### src/rtl/ploader.sv
// rtl/ploader.sv - UART 8N1 program loader: assembles little-endian words and strobes them out with a byte address.
module ploader #(
  parameter int SERIAL_WCNT = 100,
  parameter int LOAD_SIZE   = 8192
) (
  input  logic        CLK,
  input  logic        RST_X,
  input  logic        RXD,
  output logic [31:0] ADDR,
  output logic [31:0] DATA,
  output logic        WE,
  output logic        DONE
);

  localparam int CW = $clog2(SERIAL_WCNT);
  localparam int BW = $clog2(LOAD_SIZE) + 1;
  localparam logic [CW-1:0] HALF_LAST = CW'(SERIAL_WCNT / 2 - 1);
  localparam logic [CW-1:0] FULL_LAST = CW'(SERIAL_WCNT - 1);
  localparam logic [BW-1:0] LOAD_BYTES = BW'(LOAD_SIZE);

  typedef enum logic [2:0] {
    S_IDLE,
    S_START,
    S_DATA,
    S_STOP,
    S_WAIT
  } state_t;

  state_t        state_q;
  logic [CW-1:0] cnt_q;
  logic [2:0]    bit_cnt_q;
  logic [7:0]    shift_q;
  logic [BW-1:0] byte_cnt_q;
  logic [23:0]   buf_q;
  logic [31:0]   addr_q;
  logic [31:0]   data_q;
  logic          we_q;
  logic          done_q;

  assign ADDR = addr_q;
  assign DATA = data_q;
  assign WE   = we_q;
  assign DONE = done_q;

  always_ff @(posedge CLK or negedge RST_X) begin
    if (!RST_X) begin
      state_q    <= S_IDLE;
      cnt_q      <= '0;
      bit_cnt_q  <= '0;
      shift_q    <= '0;
      byte_cnt_q <= '0;
      buf_q      <= '0;
      addr_q     <= '0;
      data_q     <= '0;
      we_q       <= 1'b0;
      done_q     <= 1'b0;
    end else begin
      we_q <= 1'b0;
      // Address advances and completion is judged in the cycle after the strobe.
      if (we_q) begin
        addr_q <= addr_q + 32'd4;
        if (byte_cnt_q == LOAD_BYTES) begin
          done_q <= 1'b1;
        end
      end

      if (done_q) begin
        state_q <= S_IDLE;
        cnt_q   <= '0;
      end else begin
        case (state_q)
          S_IDLE: begin
            if (!RXD) begin
              state_q <= S_START;
              cnt_q   <= '0;
            end
          end
          S_START: begin
            if (cnt_q == HALF_LAST) begin
              cnt_q     <= '0;
              bit_cnt_q <= '0;
              state_q   <= RXD ? S_IDLE : S_DATA;
            end else begin
              cnt_q <= cnt_q + 1'b1;
            end
          end
          S_DATA: begin
            if (cnt_q == FULL_LAST) begin
              cnt_q     <= '0;
              shift_q   <= {RXD, shift_q[7:1]};
              bit_cnt_q <= bit_cnt_q + 1'b1;
              if (bit_cnt_q == 3'd7) begin
                state_q <= S_STOP;
              end
            end else begin
              cnt_q <= cnt_q + 1'b1;
            end
          end
          S_STOP: begin
            if (cnt_q == FULL_LAST) begin
              cnt_q <= '0;
              if (RXD) begin
                state_q    <= S_IDLE;
                byte_cnt_q <= byte_cnt_q + 1'b1;
                case (byte_cnt_q[1:0])
                  2'd0: buf_q[7:0]   <= shift_q;
                  2'd1: buf_q[15:8]  <= shift_q;
                  2'd2: buf_q[23:16] <= shift_q;
                  default: begin
                    data_q <= {shift_q, buf_q};
                    we_q   <= 1'b1;
                  end
                endcase
              end else begin
                state_q <= S_WAIT;
              end
            end else begin
              cnt_q <= cnt_q + 1'b1;
            end
          end
          S_WAIT: begin
            if (RXD) begin
              state_q <= S_IDLE;
            end
          end
          default: state_q <= S_IDLE;
        endcase
      end
    end
  end

endmodule

### config.mk
export PLATFORM = sky130hd
export DESIGN_NAME = ploader
export DESIGN_NICKNAME = d
export VERILOG_FILES = /design/src/rtl/ploader.sv
export SDC_FILE = /design/constraint.sdc
export NUM_CORES = 1
export LEC_CHECK = 0
export ABC_AREA = 1
export CAP_MARGIN = 5
export CORE_MARGIN = 2
export CORE_UTILIZATION = 45
export CTS_CLUSTER_DIAMETER = 30
export DETAILED_ROUTE_END_ITERATION = 16
export PLACE_DENSITY_LB_ADDON = 0.12
export RECOVER_POWER = 25
export SLEW_MARGIN = 40
export SYNTH_ARGS = -nofsm -noshare
export SYNTH_HDL_FRONTEND = slang
export SYNTH_SLANG_ARGS = --single-unit
export TNS_END_PERCENT = 10
### constraint.sdc
create_clock -name CLK -period 4.7 [get_ports CLK]
set_input_delay 0.94 -clock CLK [delete_from_list [all_inputs] [get_ports CLK]]
set_output_delay 0.94 -clock CLK [all_outputs]
set_load 0.005 [all_outputs]
==> results.yml, run 1 <==
placed_design:
  gp_congestion: 0.847
  io_buffers: 66
  placed_area_um2: 6650
  dpl_worst_slack_ns: 1.65
  hpwl_um: 8800
  dpl.cell_count: 924
finish:
  fin_area_um2: 7250
  syn_to_final_growth_pct: 23.4
  final_nets: 784
  fill_cells: 1132
  final_util: 0.572
  fin_cells: 954
  multi_input_area_um2: 2460
  num_antenna_cells: 0
  drive_above_1_share: 0.0575
  regArea_um2: 3080
routing:
  wl_per_cell_um: 13.3
  drc: 0
  routed_wl_um: 12700
  viasPerCell: 4.96
  vias: 4729
  ant_nets: 0
  dr.pass1.iters: 5
  drtIter0Drc: 470
power:
  power_leakage_nw: 3.50
  ir_drop_v: 0.000380
  p_per_area_nw_per_um2: 364
  total_power_mw: 2.64
logic_synthesis:
  synth-edff-count: 0
  synth.distinct_cells: 30
  ys_async_sr_fraction: 1.00
  avgSynthCellArea_um2: 8.37
  netlist.area_leader.share: 0.524
  syn-cell-area_um2: 5880
  yosys_warnings: 0
  syn_inst: 702
  post-synth-top-area-cell: "dfrtp_1"
  synth_flop_cell: "dfrtp_1"
  synth_common_cells: "nand2_1, dfrtp_1, nor2_1"
  ys_seq_elements: 123
  yosysMostFrequentCell: "nand2_1"
  synth-seq-area-share: 0.524
  synth_area_leaders: "dfrtp_1, nand2_1, nor2_1"
sta:
  skew_ns: 0.00911
  worst_pin_slew_ns: 1.19
  fmax_mhz: 381
  max_slew_margin: 0.205
  timing.setup.tns_ns: 0
  fin_crit_sh: 0.558
  slew_violations: 0
  finalSetupViolations: 0
  hold_violations: 0
  finalWorstSetupSlack_ns: 2.08
  whs_ns: 0.472
  finalCriticalPeriod_ns: 2.62
  rsz0062_at_grt: "false"
critical_path:
  slowest_stage: "nor2_4"
  r2r_end: "DATA[28]$_DFFE_PN0P_"
  path_cells: "clkdlybuf4s50_1 > nand2_1 > nor2_2 > nand2_2 > nor2_4 > nand2_1 > o21a_1"
  path_common_cell: "nand2_1"
  critPathMaxStageDelay_ns: 0.71
  crit_end: "DATA[28]$_DFFE_PN0P_"
  r2r_start: "cnt_q[0]$_DFFE_PN0P_"
  required_ns: 5.01
  crit_start: "RXD"
  rrSetupSlack_ns: 2.33
  endpoint_kind: "flip-flop"
  cp_max_fo: 36
  cp_data_arrival_time_ns: 2.93
  r2r_cells: 9
  start_kind: "input pin"
  critical_path_class: "input pin to flip-flop"
clocking:
  root_buffer: "clkbuf_16"
  hold_buffers: 0
  h-tree-depth: 4
  cts_tree: "yes"
  max-clock-path-buffers: 2
  clkSlewWorstSetupHoldPaths_ns: 0.05
  clkSinkCount: 123
  post_cts_buffers: 0
  insertion_delay_ns: 0.42
  cts_resized: 0
  numCtsBuffers: 17
run_status:
  status: "completed"
flow_run:
  cap_viol_max_count: 0
worst_hold_path:
  hp-class: "flip-flop to flip-flop"
global_routing:
  grt_pass1_wl_um: 21700
  grt_pass1_vias: 4479
  grt_max_degree: 65
  overflow: 0
  grt_use_total: 0.193
  antenna_found_initial: 0
floorplan:
  io_pins: 69
  die_w_um: 118
  die_area_um2: 14000
  core_um2: 12700
  die_y_um: 118
  num_rows: 41
  initial_core_util: 0.464
[metal layers]
metal | wire length [um] | up-vias | track usage
met1 | 6040 | 2231 | 0.266
li1 | - | 2367 | -
met4 | 206 | 0 | 0.0633
met3 | 617 | 23 | 0.0584
met5 | 0 | - | 0
met2 | 5810 | 108 | 0.292
[final cells by class]
| type | count | share of cell area |
|---|---|---|
| clock buffer | 22 | 0.0640 |
| clock inverter | 8 | 0.0197 |
| inverter | 57 | 0.0295 |
| multi-input combinational | 503 | 0.339 |
| sequential | 123 | 0.424 |
| tap | 172 | 0.0297 |
| timing repair buffer | 69 | 0.0938 |
[cell families (layout without fill, tap and decap cells)]
kind of cell	Yosys count	in the layout	share of synthesized area
flip-flops	123	123	0.524
AND/OR/NAND/NOR	379	379	0.271
buffers and inverters	77	156	0.0587
AO/OA/AOI/OAI	75	75	0.0698
other	1	2	0.000638
adder cells (fa/ha/maj)	10	10	0.0213
XOR/XNOR	37	37	0.0551
[worst min path at each step]
stage                     slack, ns                         to                      start  cells past startpoint
after floorplan                0.44  byte_cnt_q[3]$_DFFE_PN0P_  byte_cnt_q[3]$_DFFE_PN0P_                      1
after global placement         0.46        DATA[3]$_DFFE_PN0P_       buf_q[3]$_DFFE_PN0P_                      2
after detailed placement       0.47        DATA[5]$_DFFE_PN0P_       buf_q[5]$_DFFE_PN0P_                      2
after CTS                      0.48  byte_cnt_q[3]$_DFFE_PN0P_  byte_cnt_q[3]$_DFFE_PN0P_                      1
after global routing           0.50        DATA[9]$_DFFE_PN0P_       buf_q[9]$_DFFE_PN0P_                      2
final                          0.47  byte_cnt_q[3]$_DFFE_PN0P_  byte_cnt_q[3]$_DFFE_PN0P_                      1
[sequential cells by signal (all words and copies together) (netlist names), 3 cells and up]
register	count
ADDR	30
DATA	32
bit_cnt_q	3
buf_q	24
byte_cnt_q	14
cnt_q	7
shift_q	8
state_q	3
[power breakdown]
group          switching, mW  internal (mW)  total [mW]
registers             0.0209           1.08        1.10
clock network          0.447          0.906        1.35
logic                  0.137         0.0560       0.193
total                  0.605           2.04        2.64
[placed cells by master, fill, tap and decap left out, types with 2 or more instances in the layout]
cell	synthesis	layout
nand4_1	15	15
nand3b_1	3	3
clkbuf_8	0	2
buf_4	7	2
nor2_2	4	4
conb_1	1	2
nor2_4	4	4
bufinv_16	0	4
nor2_1	63	63
xor2_1	23	23
clkinv_2	0	3
clkbuf_1	4	4
nor3_1	14	14
o21a_1	12	12
o21ai_1	44	44
ha_1	10	10
inv_1	54	53
inv_2	3	4
o22ai_1	2	2
nand2_1	241	241
clkdlybuf4s50_1	0	65
clkbuf_16	0	17
xnor2_1	14	14
a21oi_1	5	5
dfrtp_1	123	123
o21ai_0	11	11
nand3_1	30	30
[critical path, delay by kind of cell]
family	cells	cell delay (ns)
AOI/OAI and AO/OA	1	0.14
and+or+nand+nor	5	1.30
buffers and inverters	1	0.53
No activity file was read; power rests on OpenSTA's default activity.
==> run 2: changes to the inputs <==
Clock period 4.7 ns to 2.25 ns, I/O delays scaled along.
==> run 2 against run 1 <==
Routed wire length grew 1.6%. Highest routed layer unchanged. Critical path type is now flip-flop to flip-flop. Setup slack lost 1.8 ns. Sequential share of layout area shrank 0.42 points. Largest cell class unchanged. Global-route usage grew 0.38 points. Cell area grew 1.0%. Clock skew shrank 0.0035 ns.
==> results.yml, run 2 (synthesis results as in run 1) <==
floorplan:
  die_area_um2: 14000
  die_y_um: 118
  core_um2: 12700
  num_rows: 41
  die_w_um: 118
  io_pins: 69
  initial_core_util: 0.464
power:
  pwr-share-comb: 0.074
  power_leakage_nw: 3.55
  p_per_area_nw_per_um2: 743
  p_seq_frac: 0.420
  switchingPower_mw: 1.25
  ir_drop_v: 0.000417
  intPower_mw: 4.20
  clockPowerShare: 0.505
  p_sw_frac: 0.229
finish:
  final_nets: 794
  fin_area_um2: 7330
  num_antenna_cells: 0
  drive_above_1_share: 0.0708
  fill_cells: 1162
  layout_common_cells: "nand2_1, dfrtp_1, clkdlybuf4s50_1, nor2_1, inv_1"
  syn_to_final_growth_pct: 24.6
  largest_register_ffs: 32
  final_common_cell: "nand2_1"
global_routing:
  grt_pass1_vias: 4583
  grt_use_total: 0.197
  grt_max_degree: 41
  overflow: 0
  antenna_found_initial: 0
  grt_pass1_wl_um: 22100
sta:
  fmax_mhz: 505
  timing.setup.tns_ns: 0
  finalCriticalPeriod_ns: 1.98
  worst_pin_slew_ns: 1.01
  fin_crit_sh: 0.879
  finalSetupViolations: 0
  rsz0062_at_grt: "false"
  finalWorstSetupSlack_ns: 0.271
  hold_violations: 0
  skew_ns: 0.00564
  max_slew_margin: 0.324
  slew_violations: 0
critical_path:
  cp_data_arrival_time_ns: 2.28
  r2r_cells: 10
  critPathMaxStageDelay_ns: 0.43
  cpLargestDelayFamily: "simple AND/OR/NAND/NOR gates"
  start_kind: "flip-flop"
  rrSetupSlack_ns: 0.27
  crit_start: "cnt_q[0]$_DFFE_PN0P_"
  path_common_cell: "nand2_1"
  cp_num_cells: 10
  cp_num_buf_inv: 2
  slowest_stage: "dfrtp_1"
  r2r_end: "buf_q[20]$_DFFE_PN0P_"
  cp_max_fo: 26
  critical_path_class: "flip-flop to flip-flop"
  r2r_start: "cnt_q[0]$_DFFE_PN0P_"
  required_ns: 2.55
  endpoint_kind: "flip-flop"
  path_cells: "ha_1 > nand2_1 > inv_1 > nand3_4 > nor2_2 > nand2_2 > buf_4 > nor2_4 > nand2_1 > o21a_1"
  crit_end: "buf_q[20]$_DFFE_PN0P_"
clocking:
  cts_tree: "yes"
  clkSlewWorstSetupHoldPaths_ns: 0.05
  clkSinkCount: 123
  max-clock-path-buffers: 2
  insertion_delay_ns: 0.41
  hold_buffers: 0
  post_cts_buffers: 0
  h-tree-depth: 4
  root_buffer: "clkbuf_16"
  numCtsBuffers: 17
  cts_resized: 0
worst_hold_path:
  hp-class: "input pin to asynchronous set/reset pin"
placed_design:
  gp_congestion: 0.880
  hpwl_um: 9220
  dpl_worst_slack_ns: 0.132
  placed_area_um2: 6760
  io_buffers: 66
routing:
  drtIter0Drc: 295
  dr.pass1.iters: 4
  wl_per_cell_um: 13.4
  viasPerCell: 4.89
  routed_wl_um: 12900
  drc: 0
  vias: 4710
  ant_nets: 0
flow_run:
  cap_viol_max_count: 0
run_status:
  status: "completed"
==> run 2: cell types whose count changed in the layout (fill, tap and decap cells not counted), moves of 2 or more <==
cell,before,now
buf_4,2,10
clkbuf_1,4,1
clkbuf_2,0,3
clkbuf_8,2,4
==> run 2: worst min-delay path by stage <==
stage | end | slack (ns) | cells after the start
detailed placement | byte_cnt_q[3]$_DFFE_PN0P_ | 0.46 | 1
floorplan | ADDR[10]$_DFFE_PN0P_ | 0.15 | 0
global placement | bit_cnt_q[1]$_DFFE_PN0P_ | 0.46 | 2
finish | DATA[20]$_DFFE_PN0P_ | 0.20 | 1
global route | DATA[16]$_DFFE_PN0P_ | 0.27 | 1
CTS | DATA[16]$_DFFE_PN0P_ | 0.03 | 1
==> run 2: routing by layer <==
metal / up-vias / part of all wire / track usage
met3: 20 / 0.038 / 0.0463
met1: 2208 / 0.48 / 0.270
li1: 2393 / - / -
met5: - / 0 / 0
met2: 89 / 0.46 / 0.303
met4: 0 / 0.019 / 0.0791
==> run 2: area by class of cell <==
| class | count | area [um2] | share of cell area |
|---|---|---|---|
| Sequential cell | 123 | 3080 | 0.420 |
| Multi-Input combinational cell | 503 | 2460 | 0.336 |
| Inverter | 57 | 214 | 0.0292 |
| Timing Repair Buffer | 79 | 761 | 0.104 |
| Tap cell | 172 | 215 | 0.0294 |
| Clock buffer | 22 | 484 | 0.0661 |
| Clock inverter | 7 | 115 | 0.0157 |
==> run 2: per-stage QoR <==
| step | hold WS (ns) | std cells | util | power (mW) |
|---|---|---|---|---|
| finish | 0.201 | 963 | 0.578 | 5.44 |
| floorplan | 0.154 | 703 | - | 2.60 |
| global route | 0.270 | 963 | 0.578 | 5.67 |
| global placement | 0.457 | 934 | 0.533 | 2.73 |
| CTS | 0.0324 | 963 | 0.581 | 5.51 |
| detailed placement | 0.458 | 934 | 0.533 | 2.74 |
==> run 2: worst register-to-register path: stages (launching register included) <==
cell and delay [ns]:
dfrtp_1 0.43, ha_1 0.23, nand2_1 0.06, inv_1 0.10
nand3_4 0.12, nor2_2 0.11, nand2_2 0.12, buf_4 0.27
nor2_4 0.24, nand2_1 0.08, o21a_1 0.12
==> run 2: power groups by stage <==
stage / clock [mW] / sequential [mW] / combinational (mW)
floorplan: 0 / 2.32 / 0.286
global placement: 0 / 2.32 / 0.404
detailed placement: 0 / 2.33 / 0.413
CTS: 2.81 / 2.29 / 0.414
global route: 2.90 / 2.29 / 0.482
finish: 2.75 / 2.29 / 0.405
